$ cat src/rtl/pe_tile_sequencer.sv
// Layer sequencer for pe_engine: per (output channel, input tile) pair runs a filter-sync
// phase, sweeps the IFM tile row-major as data beats, then drains the PE pipe before done.
module pe_tile_sequencer #(
  parameter int W_SIZE    = 9,
  parameter int W_CHANNEL = 10,
  parameter int DRAIN_CYC = 15
) (
  input  logic                 clk,
  input  logic                 rst,
  input  logic                 i_start,
  input  logic [W_SIZE-1:0]    i_width,
  input  logic [W_SIZE-1:0]    i_height,
  input  logic [W_CHANNEL-1:0] i_q_channel,
  input  logic [W_CHANNEL-1:0] i_q_chn_out,
  input  logic                 i_ib_ready,
  input  logic                 i_pe_csync_done,
  output logic                 o_ctrl_csync_run,
  output logic                 o_ctrl_data_run,
  output logic [W_SIZE-1:0]    o_row,
  output logic [W_SIZE-1:0]    o_col,
  output logic [W_CHANNEL-1:0] o_chn,
  output logic [W_CHANNEL-1:0] o_chn_out,
  output logic                 o_is_first_row,
  output logic                 o_is_last_row,
  output logic                 o_is_first_col,
  output logic                 o_is_last_col,
  output logic                 o_is_first_chn,
  output logic                 o_is_last_chn,
  output logic                 o_busy,
  output logic                 o_done
);

  localparam int W_DRAIN = (DRAIN_CYC > 1) ? $clog2(DRAIN_CYC) : 1;

  typedef enum logic [2:0] {
    S_IDLE, S_CSYNC, S_DATA, S_NEXT, S_DRAIN, S_DONE
  } state_t;

  state_t state_reg, state_next;

  logic [W_SIZE-1:0]    width_reg, height_reg;
  logic [W_SIZE-1:0]    row_reg, col_reg;
  logic [W_SIZE-1:0]    row_out_reg, col_out_reg;
  logic [W_CHANNEL-1:0] q_channel_reg, q_chn_out_reg;
  logic [W_CHANNEL-1:0] chn_reg, chn_out_reg, chn_inc;
  logic [W_DRAIN-1:0]   drain_cnt_reg;

  logic csync_run_reg, data_run_reg, busy_reg, done_reg;
  logic first_row_reg, last_row_reg, first_col_reg, last_col_reg;
  logic first_chn_reg, last_chn_reg;

  logic cfg_zero, col_at_end, row_at_end, chn_at_end, chn_out_at_end;
  logic last_shown, beat_fire, drain_end, final_pair;
  logic csync_run_next, busy_next, done_next;

  assign cfg_zero = (i_width == '0) || (i_height == '0) ||
                    (i_q_channel == '0) || (i_q_chn_out == '0);

  // row/col_reg point at the next beat to issue; *_out_reg hold the beat on the outputs.
  assign col_at_end     = (col_reg == width_reg - W_SIZE'(1));
  assign row_at_end     = (row_reg == height_reg - W_SIZE'(1));
  assign chn_at_end     = (chn_reg == q_channel_reg - W_CHANNEL'(1));
  assign chn_out_at_end = (chn_out_reg == q_chn_out_reg - W_CHANNEL'(1));
  assign chn_inc        = chn_reg + W_CHANNEL'(1);
  assign final_pair     = chn_at_end && chn_out_at_end;
  assign drain_end      = (drain_cnt_reg == W_DRAIN'(DRAIN_CYC - 1));

  // The sweep ends once the last beat is on the outputs, so that cycle issues nothing new.
  assign last_shown = data_run_reg && last_row_reg && last_col_reg;
  assign beat_fire  = (state_reg == S_DATA) && i_ib_ready && !last_shown;

  always_ff @(posedge clk or posedge rst) begin
    if (rst) state_reg <= S_IDLE;
    else     state_reg <= state_next;
  end

  always_comb begin
    state_next = state_reg;
    case (state_reg)
      S_IDLE:  if (i_start) state_next = cfg_zero ? S_DONE : S_CSYNC;
      S_CSYNC: if (i_pe_csync_done) state_next = S_DATA;
      S_DATA:  if (last_shown) state_next = S_NEXT;
      S_NEXT:  state_next = final_pair ? S_DRAIN : S_CSYNC;
      S_DRAIN: if (drain_end) state_next = S_DONE;
      S_DONE:  state_next = S_IDLE;
      default: state_next = S_IDLE;
    endcase
  end

  always_comb begin
    csync_run_next = (state_next == S_CSYNC);
    busy_next      = (state_next != S_IDLE);
    done_next      = (state_next == S_DONE);
  end

  always_ff @(posedge clk or posedge rst) begin
    if (rst) begin
      width_reg     <= '0;
      height_reg    <= '0;
      q_channel_reg <= '0;
      q_chn_out_reg <= '0;
      row_reg       <= '0;
      col_reg       <= '0;
      row_out_reg   <= '0;
      col_out_reg   <= '0;
      chn_reg       <= '0;
      chn_out_reg   <= '0;
      drain_cnt_reg <= '0;
      csync_run_reg <= 1'b0;
      data_run_reg  <= 1'b0;
      busy_reg      <= 1'b0;
      done_reg      <= 1'b0;
      first_row_reg <= 1'b0;
      last_row_reg  <= 1'b0;
      first_col_reg <= 1'b0;
      last_col_reg  <= 1'b0;
      first_chn_reg <= 1'b0;
      last_chn_reg  <= 1'b0;
    end else begin
      csync_run_reg <= csync_run_next;
      data_run_reg  <= beat_fire;
      busy_reg      <= busy_next;
      done_reg      <= done_next;
      case (state_reg)
        S_IDLE: begin
          if (i_start) begin
            width_reg     <= i_width;
            height_reg    <= i_height;
            q_channel_reg <= i_q_channel;
            q_chn_out_reg <= i_q_chn_out;
            row_reg       <= '0;
            col_reg       <= '0;
            row_out_reg   <= '0;
            col_out_reg   <= '0;
            chn_reg       <= '0;
            chn_out_reg   <= '0;
            drain_cnt_reg <= '0;
            first_row_reg <= 1'b1;
            last_row_reg  <= (i_height == W_SIZE'(1));
            first_col_reg <= 1'b1;
            last_col_reg  <= (i_width == W_SIZE'(1));
            first_chn_reg <= 1'b1;
            last_chn_reg  <= (i_q_channel == W_CHANNEL'(1));
          end
        end
        S_DATA: begin
          if (beat_fire) begin
            row_out_reg   <= row_reg;
            col_out_reg   <= col_reg;
            first_row_reg <= (row_reg == '0);
            last_row_reg  <= row_at_end;
            first_col_reg <= (col_reg == '0);
            last_col_reg  <= col_at_end;
            if (col_at_end) begin
              col_reg <= '0;
              row_reg <= row_at_end ? '0 : row_reg + W_SIZE'(1);
            end else begin
              col_reg <= col_reg + W_SIZE'(1);
            end
          end
        end
        S_NEXT: begin
          drain_cnt_reg <= '0;
          if (chn_at_end) begin
            chn_reg       <= '0;
            first_chn_reg <= 1'b1;
            last_chn_reg  <= (q_channel_reg == W_CHANNEL'(1));
            // Hold chn_out on the final pair so it never points past the layer.
            if (!chn_out_at_end) chn_out_reg <= chn_out_reg + W_CHANNEL'(1);
          end else begin
            chn_reg       <= chn_inc;
            first_chn_reg <= 1'b0;
            last_chn_reg  <= (chn_inc == q_channel_reg - W_CHANNEL'(1));
          end
        end
        S_DRAIN: drain_cnt_reg <= drain_cnt_reg + W_DRAIN'(1);
        default: ;
      endcase
    end
  end

  assign o_ctrl_csync_run = csync_run_reg;
  assign o_ctrl_data_run  = data_run_reg;
  assign o_row            = row_out_reg;
  assign o_col            = col_out_reg;
  assign o_chn            = chn_reg;
  assign o_chn_out        = chn_out_reg;
  assign o_is_first_row   = first_row_reg;
  assign o_is_last_row    = last_row_reg;
  assign o_is_first_col   = first_col_reg;
  assign o_is_last_col    = last_col_reg;
  assign o_is_first_chn   = first_chn_reg;
  assign o_is_last_chn    = last_chn_reg;
  assign o_busy           = busy_reg;
  assign o_done           = done_reg;

endmodule

$ cat config.mk
export PLATFORM = sky130hd
export DESIGN_NAME = pe_tile_sequencer
export DESIGN_NICKNAME = d
export VERILOG_FILES = /design/src/rtl/pe_tile_sequencer.sv
export SDC_FILE = /design/constraint.sdc
export NUM_CORES = 1
export LEC_CHECK = 0
export ABC_AREA = 1
export CELL_PAD_IN_SITES_DETAIL_PLACEMENT = 0
export CELL_PAD_IN_SITES_GLOBAL_PLACEMENT = 1
export CORE_MARGIN = 2
export CORE_UTILIZATION = 35
export CTS_CLUSTER_SIZE = 10
export DETAILED_ROUTE_END_ITERATION = 10
export PLACE_DENSITY = 0.75
export SYNTH_ARGS = -nofsm -noshare
export SYNTH_HDL_FRONTEND = slang
export SYNTH_SLANG_ARGS = --single-unit
$ cat constraint.sdc
create_clock -name clk -period 8.39 [get_ports clk]
set_input_delay 2.517 -clock clk [delete_from_list [all_inputs] [get_ports clk]]
set_output_delay 2.517 -clock clk [all_outputs]
set_load 0.01 [all_outputs]
==> results.yml <==
layout:
  nNetsFinal: 1113
  area_growth_pct: 20.5
  drive_above_1_share_pct: 5.18
  antenna_cells: 0
synthesis:
  yosysUniqueCellTypes: 44
  synth-async-reset-ratio_pct: 100
  synth-edff-count: 0
  syn_inst: 981
  ys_seq_area_share_pct: 39.6
  postSynthAreaPerCell_sq_um: 7.15
  synth_nets: 1037
  syn_area_sq_um: 7010
  ys_dominant_reg_cell: "dfrtp_1"
  yosysWarnings: 0
  synth-seq-cells: 111
critical_path:
  slowest_delay_ns: 0.91
  cp-end-kind: "flip-flop"
  crit_required_ns: 8.64
  r2r_slack_ns: 4.67
  start_kind: "primary input"
  critical_path_class: "in2reg"
  cp_max_fo: 58
  crit_chain: "clkdlybuf4s50_1, nand3_2, inv_1, nor2_1, inv_1, nand3_4, nand2_1, nand2_1"
  crit_family: "buffers and inverters"
  slowest_stage: "inv_1"
  crit_arrival_ns: 5.99
  cp_num_buf_inv: 3
timing:
  tightestPinTransition_ns: 0.968
  rsz0062_at_grt: "no"
  skew_ns: 0.0130
  report.final.slew_viol_count: 0
  finalSetupViolations: 0
  hold_viol_final: 0
  fin_crit_sh_pct: 68.4
  fin_setup_tns_ns: 0
  finalCriticalPeriod_ns: 5.74
  holdWs_ns: 0.488
  slew_headroom_pct: 35.4
  fmax_ghz: 0.174
detailed_routing:
  vias: 6312
  route.detailed.drc: 0
  drt-total-wl_microns: 18600
  postRouteAntennaNets: 0
  viasPerCell: 4.76
  drtIter0Drc: 359
  wl_per_cell_microns: 14.0
  dr.pass1.iters: 4
global_routing:
  overflow: 0
  grt_pass1_wl_microns: 31300
  grt_max_degree: 69
  track_usage_pct: 18.2
  first_global_vias: 6248
  antenna_found_initial: 0
placement:
  place_congestion: 0.809
  io_buffers: 90
  dpl.hpwl_microns: 14000
power:
  powerDensity_nw_per_um2: 282
  ir_drop_mv: 0.108
  p_leak_uw: 0.00400
floorplan:
  core-area_sq_um: 19600
  pin_count: 91
  fp.dieH_microns: 146
  die_area_sq_um: 21200
  die_w_microns: 146
  rows: 51
  start_util_pct: 35.8
clock_network:
  ctsHoldBuffers: 0
  ctsLongestPathBuffers: 2
  cts_tree: "yes"
  clkTransAtPathRegs_ns: 0.08
  root_buffer: "clkbuf_16"
  htreeDepth: 3
  cts-buffers-inserted: 9
  cts_num_sinks: 111
  clk_latency_ns: 0.37
  ctsResizeCount: 0
  post_cts_buffers: 0
min_path:
  hp-class: "reg2reg"
flow_run:
  max_cap_viol_count: 0
status:
  outcome: "complete, no violations"
per-stage QoR:
| step | utilization, % | std cells | power, uW | cell area [sq um] | setup slack, ns |
|---|---|---|---|---|---|
| floorplan | - | 981 | 1650 | 7010 | 2.94 |
| global placement | 41.5 | 1311 | 1930 | 8140 | 2.27 |
| detailed placement | 41.5 | 1311 | 1940 | 8140 | 2.23 |
| CTS | 43.1 | 1327 | 2400 | 8450 | 2.60 |
| global route | 43.1 | 1327 | 2610 | 8450 | 2.17 |
| finish | 43.1 | 1327 | 2380 | 8450 | 2.65 |
path summary, 6_finish.rpt:
| path | startpoint | endpoint | cells after the start |
|---|---|---|---|
| max in group asynchronous | rst | o_chn_out[8] | 3 |
| min in group asynchronous | rst | q_chn_out_reg[0] | 2 |
| worst min-delay path | o_row[3] | o_row[3] | 2 |
| worst max register to register | state_reg[0] | o_chn_out[8] | 8 |
| worst min register to register | o_row[3] | o_row[3] | 2 |
| worst max-delay path | i_start | o_chn_out[8] | 8 |
worst reg2reg max path, delay by kind of cell, from the launching register on:
| kind | cells | cell delay (ns) |
|---|---|---|
| simple gates | 6 | 1.57 |
| buf+inv | 2 | 1.62 |
| flops | 1 | 0.41 |
Yosys cell counts (2+ instances only):
master,number,area [sq um]
nand2_1,288,1080
inv_1,115,432
dfrtp_1,111,2780
nor2_1,101,379
nand3_1,88,440
o21ai_0,51,255
xor2_1,37,324
nand4_1,26,163
clkbuf_1,17,63.8
xnor2_1,15,131
ha_1,13,163
nand2_2,13,81.3
nor3_1,12,60.1
o31ai_1,12,90.1
o22ai_1,10,62.6
o21ai_1,9,45.0
nor2_2,7,43.8
nor4_1,7,43.8
a21oi_1,6,30.0
nand3b_1,6,45.0
buf_2,4,20.0
inv_2,4,15.0
a31oi_1,2,12.5
buf_1,2,7.51
buf_6,2,22.5
nand3_2,2,20.0
nor2_4,2,22.5
nor3_2,2,20.0
o21bai_1,2,15.0
where the power goes:
group / internal [uW] / switching [uW] / leakage (uW)
clock network: 215 / 238 / 0.000151
logic: 410 / 720 / 0.00238
registers: 659 / 139 / 0.00146
layer usage:
metal,GRT usage [%],share of wire [%],vias to the layer above
met4,5.74,1.7,0
li1,-,-,3294
met2,29.1,45,98
met5,0,0,-
met1,25.7,50,2904
met3,2.26,2.9,16
cell families after synthesis:
family | Yosys count | synth area share [%]
compound gates | 95 | 7.73
buf+inv | 147 | 8.26
flops | 111 | 39.6
xor+xnor | 53 | 6.82
fa+ha+maj | 13 | 2.32
simple gates | 562 | 35.3
layout by cell type (no fill, tap or decap), drive strengths merged, types with 2 or more instances in the layout:
| cell type | n |
|---|---|
| a21oi | 6 |
| a31oi | 2 |
| buf | 2 |
| clkbuf | 9 |
| clkdlybuf4s50 | 90 |
| clkinv | 4 |
| dfrtp | 111 |
| ha | 13 |
| inv | 123 |
| nand2 | 302 |
| nand3 | 91 |
| nand3b | 6 |
| nand4 | 27 |
| nor2 | 110 |
| nor3 | 14 |
| nor4 | 7 |
| o21ai | 61 |
| o21bai | 2 |
| o22ai | 10 |
| o31ai | 12 |
| xnor2 | 15 |
| xor2 | 37 |
layout make-up:
type / count / area (sq um)
Fill cell: 2022 / 11100
Multi-Input combinational cell: 723 / 3660
Sequential cell: 111 / 2780
Timing Repair Buffer: 92 / 916
Inverter: 120 / 453
Tap cell: 265 / 332
Clock buffer: 9 / 225
Clock inverter: 7 / 83.8
(Power assumes the default switching activity.)
